--- src/rtl/mem_seq_pkg.sv ---
// Shared encodings for the reg_mem command sequencer.
package mem_seq_pkg;

    localparam logic [1:0] OP_READ  = 2'b00;
    localparam logic [1:0] OP_WRITE = 2'b01;
    localparam logic [1:0] OP_CLEAR = 2'b10;
    localparam logic [1:0] OP_RSVD  = 2'b11;

    localparam logic [2:0] ST_IDLE     = 3'd0;
    localparam logic [2:0] ST_WR       = 3'd1;
    localparam logic [2:0] ST_RD_ISSUE = 3'd2;
    localparam logic [2:0] ST_RD_WAIT  = 3'd3;
    localparam logic [2:0] ST_RSP      = 3'd4;
    localparam logic [2:0] ST_CLR      = 3'd5;

endpackage

--- src/rtl/mem_seq.sv ---
// Command sequencer in front of reg_mem: read/write/clear commands in,
// registered memory strobes out, read data returned on a backpressured channel.
//
// state      | meaning
// -----------+---------------------------------------------------------
// IDLE       | waiting for a command, cmd_ready=1
// WR         | mem_wen=1 for one cycle, reg_mem writes at the end of it
// RD_ISSUE   | mem_addr presented, reg_mem samples it at the end of cycle
// RD_WAIT    | mem_data_out valid, captured into rsp_data
// RSP        | rsp_valid held until rsp_ready
// CLR        | zero-writes sweep addresses 0..2**ADDR_BITS-1
module mem_seq
    import mem_seq_pkg::*;
#(
    parameter int DATA_WIDTH = 4,
    parameter int ADDR_BITS  = 3
) (
    input  logic                  clk,
    input  logic                  rst,
    input  logic                  cmd_valid,
    output logic                  cmd_ready,
    input  logic [1:0]            cmd_op,
    input  logic [ADDR_BITS-1:0]  cmd_addr,
    input  logic [DATA_WIDTH-1:0] cmd_wdata,
    output logic                  rsp_valid,
    input  logic                  rsp_ready,
    output logic [DATA_WIDTH-1:0] rsp_data,
    output logic                  busy,
    output logic [ADDR_BITS-1:0]  mem_addr,
    output logic [DATA_WIDTH-1:0] mem_data_in,
    output logic                  mem_wen,
    input  logic [DATA_WIDTH-1:0] mem_data_out
);

    localparam logic [ADDR_BITS-1:0] CLR_LAST = '1;

    logic [2:0]           state;
    logic [ADDR_BITS-1:0] clr_cnt;

    assign cmd_ready = (state == ST_IDLE);
    assign busy      = (state != ST_IDLE);

    always_ff @(posedge clk or posedge rst) begin
        if (rst) begin
            state       <= ST_IDLE;
            clr_cnt     <= '0;
            mem_addr    <= '0;
            mem_data_in <= '0;
            mem_wen     <= 1'b0;
            rsp_valid   <= 1'b0;
            rsp_data    <= '0;
        end else begin
            case (state)
                ST_IDLE: begin
                    if (cmd_valid) begin
                        case (cmd_op)
                            OP_READ: begin
                                mem_addr <= cmd_addr;
                                mem_wen  <= 1'b0;
                                state    <= ST_RD_ISSUE;
                            end
                            OP_WRITE: begin
                                mem_addr    <= cmd_addr;
                                mem_data_in <= cmd_wdata;
                                mem_wen     <= 1'b1;
                                state       <= ST_WR;
                            end
                            OP_CLEAR: begin
                                clr_cnt     <= '0;
                                mem_addr    <= '0;
                                mem_data_in <= '0;
                                mem_wen     <= 1'b1;
                                state       <= ST_CLR;
                            end
                            default: begin
                                // reserved op is consumed with no side effects
                                state <= ST_IDLE;
                            end
                        endcase
                    end
                end
                ST_WR: begin
                    mem_wen <= 1'b0;
                    state   <= ST_IDLE;
                end
                ST_RD_ISSUE: begin
                    state <= ST_RD_WAIT;
                end
                ST_RD_WAIT: begin
                    rsp_data  <= mem_data_out;
                    rsp_valid <= 1'b1;
                    state     <= ST_RSP;
                end
                ST_RSP: begin
                    if (rsp_ready) begin
                        rsp_valid <= 1'b0;
                        state     <= ST_IDLE;
                    end
                end
                ST_CLR: begin
                    if (clr_cnt == CLR_LAST) begin
                        mem_wen <= 1'b0;
                        state   <= ST_IDLE;
                    end else begin
                        clr_cnt  <= clr_cnt + ADDR_BITS'(1);
                        mem_addr <= clr_cnt + ADDR_BITS'(1);
                    end
                end
                default: begin
                    mem_wen   <= 1'b0;
                    rsp_valid <= 1'b0;
                    state     <= ST_IDLE;
                end
            endcase
        end
    end

endmodule

--- config.mk ---
export PLATFORM = sky130hd
export DESIGN_NAME = mem_seq
export DESIGN_NICKNAME = d
export VERILOG_FILES = /design/src/rtl/mem_seq_pkg.sv /design/src/rtl/mem_seq.sv
export SDC_FILE = /design/constraint.sdc
export NUM_CORES = 1
export LEC_CHECK = 0
export BUFFER_PORTS_ARGS = -buffer_cell sky130_fd_sc_hd__clkbuf_2
export CAP_MARGIN = 30
export CELL_PAD_IN_SITES_DETAIL_PLACEMENT = 0
export CELL_PAD_IN_SITES_GLOBAL_PLACEMENT = 1
export CORE_ASPECT_RATIO = 1.4
export CORE_MARGIN = 1.5
export CORE_UTILIZATION = 40
export CTS_CLUSTER_DIAMETER = 50
export DETAILED_ROUTE_END_ITERATION = 12
export PLACE_DENSITY_LB_ADDON = 0.25
export SLEW_MARGIN = 10
export SYNTH_ARGS = -nofsm -noshare
export SYNTH_HDL_FRONTEND = slang
export SYNTH_SLANG_ARGS = --single-unit
--- constraint.sdc ---
create_clock -name clk -period 4.2 [get_ports clk]
set_input_delay 0.84 -clock clk [delete_from_list [all_inputs] [get_ports clk]]
set_output_delay 0.84 -clock clk [all_outputs]
set_load 0.005 [all_outputs]
==> results.toml <==
[synthesis]
yosysTopAreaCell = "dfrtp_1"
syn_area_per_cell_um2 = 11.7
yosysMostFrequentCell = "dfrtp_1"
synth-seq-cells = 19
synthArstFlopShare_pct = 100
synth_top_flop_cell = "dfrtp_1"
syn_inst = 94
synth_edf_count = 0
synthTopCellsByCount = "dfrtp_1 (19), mux2_2 (13), nor2b_1 (9), ha_1 (7)"
ys.warnings.count = 0
yosys.area.top_type_share_pct = 43.3
syn_area_mm2 = 0.00110
ys_types = 30
yosysSeqAreaShare_pct = 43.3
synth_area_leaders = "dfrtp_1 (43%), mux2_2 (13%), ha_1 (8.0%)"
synth_nets = 118

[setup_path]
critical_path_required_ps = 3360
critical_path_peak_fanout = 17
critPathSlowestCell = "dfrtp_1"
worst_setup_path_end_kind = "output pin"
crit_path_max_incr_delay_ps = 580
path_class = "reg -> out"
cp_top_family = "flip-flops"
worstPathArrival_ps = 1370
crit_chain = "nor3_4, inv_2, clkbuf_2"
r2r_setup_slack_ps = 2330
path_buf_inv = 2
start_kind = "register"

[min_path]
hp-class = "reg -> reg"

[sta]
max_slew_margin_pct = 52.0
setup_violations = 0
final_max_slew_viol_count = 0
skew_ps = 5.13
rsz0062_at_grt = "no"
worst_pin_slew_ps = 719
setup_tns_ps = 0
period_share_pct = 52.6
fmax_mhz = 453
period_minus_slack_ps = 2210
hold_slack_ps = 527
hold_viol = 0

[cts]
cts_buffer_depth = 2
htree_levels = 1
postCtsHoldBufs = 0
clockRootBuffer = "clkbuf_4"
clk_pin_slew_ps = 110
cts_made_buffers = 3
cts_tree = "built"
post_cts_buffers = 0
clock_sinks = 19
cts_resized = 0
clock_latency_ps = 300

[placed_design]
place.gp.congestion = 0.723
placed_cells = 156
dpl.hpwl_um = 1690
io_buffers = 31

[final_layout]
layout.nets = 149
fin_util_pct = 49.5
finalNonFillerCells = 160
drive_gt1_share_pct = 43.5
areaGrowthSynthToFinish_pct = 17.9
diodes = 0

[global_route]
grt_pass1_wl_um = 3650
antenna_found_initial = 0
grt_max_degree = 20
grt_pass1_vias = 815
grt.total_usage_pct = 16.7
overflow = 0

[drt]
num_vias = 821
drt_wl_total_um = 2230
drtIter0Drc = 10
vias_per_cell = 5.13
firstDrtPassIters = 4
remaining_drc_errors = 0
antenna_left = 0
wl_per_cell_um = 13.9

[pwr]
irDropWorstVdd_uv = 332
power.leakage_nw = 0.671
power.density_mw_per_mm2 = 568
power_uw = 735

[floorplan]
start_util_pct = 42.0
die_h_um = 65.0
coreArea_mm2 = 0.00262
die_w_um = 47.3
io_pins = 32
row_count = 22
die_area_mm2 = 0.00307

[flow_run]
drv_cap = 0

[run_status]
status = "finished clean"
-- cells in the final DEF (no fill, tap or decap), types with 2 or more instances in the layout --
cell | synthesis | routed
dfrtp_1 | 19 | 19
mux2_4 | 3 | 3
nor2b_1 | 9 | 9
nand3b_1 | 3 | 3
mux2i_1 | 2 | 2
inv_1 | 5 | 5
clkbuf_2 | 0 | 31
nor3_1 | 3 | 3
o21ai_0 | 2 | 2
mux2_2 | 13 | 13
and3_1 | 3 | 3
clkbuf_4 | 0 | 3
o21bai_1 | 2 | 2
ha_1 | 7 | 7
a21oi_1 | 5 | 5
-- sequential cells by signal (all words and copies together) (netlist names) --
name	cells
mem_data_in	4
rsp_data	4
clr_cnt	3
mem_addr	3
state	3
mem_wen	1
rsp_valid	1
-- power by group --
group          switching [mW]  total (mW)  internal, mW
Sequential             0.0822       0.339         0.257
Combinational           0.120       0.300         0.181
Clock                  0.0600      0.0955        0.0356
-- final timing paths --
| path | start | to | depth (start not counted) |
|---|---|---|---|
| hold / removal | mem_addr[0] | mem_addr[0] | 1 |
| hold reg to reg | mem_addr[0] | mem_addr[0] | 1 |
| setup reg to reg | clr_cnt[0] | clr_cnt[0] | 5 |
| max in group asynchronous | rst | rsp_data[2] | 2 |
| setup / recovery | state[0] | busy | 3 |
| min in group asynchronous | rst | mem_data_in[2] | 2 |
-- cell families (layout without fill, tap and decap cells) --
group / after synthesis / in the layout / synth area share, %
buf+inv: 11 / 41 / 4.90
mux: 18 / 18 / 19.2
flops: 19 / 19 / 43.3
simple gates: 25 / 25 / 15.0
compound gates: 14 / 14 / 9.57
fa+ha+maj: 7 / 7 / 7.97
-- metrics by stage --
stage               cell area [um2]  setup slack (ps)
global route                   1290              1890
floorplan                      1100              2220
finish                         1290              1990
global placement               1270              2050
detailed placement             1270              2010
CTS                            1290              1970
-- layer usage --
metal / vias up / track usage [%] / share of wire, %
met5: - / 0 / 0
met4: 0 / 7.99 / 2.2
met3: 5 / 3.34 / 3.5
met2: 22 / 26.5 / 51
met1: 396 / 20.6 / 43
li1: 398 / - / -
-- area by class of cell --
class	count	area (um2)
inverter	6	22.5
timing repair buffer	31	155
multi-input combinational	64	569
fill	250	1320
clock inverter	1	5.00
sequential	19	475
clock buffer	3	22.5
tap	36	45.0
(Power assumes the default switching activity.)
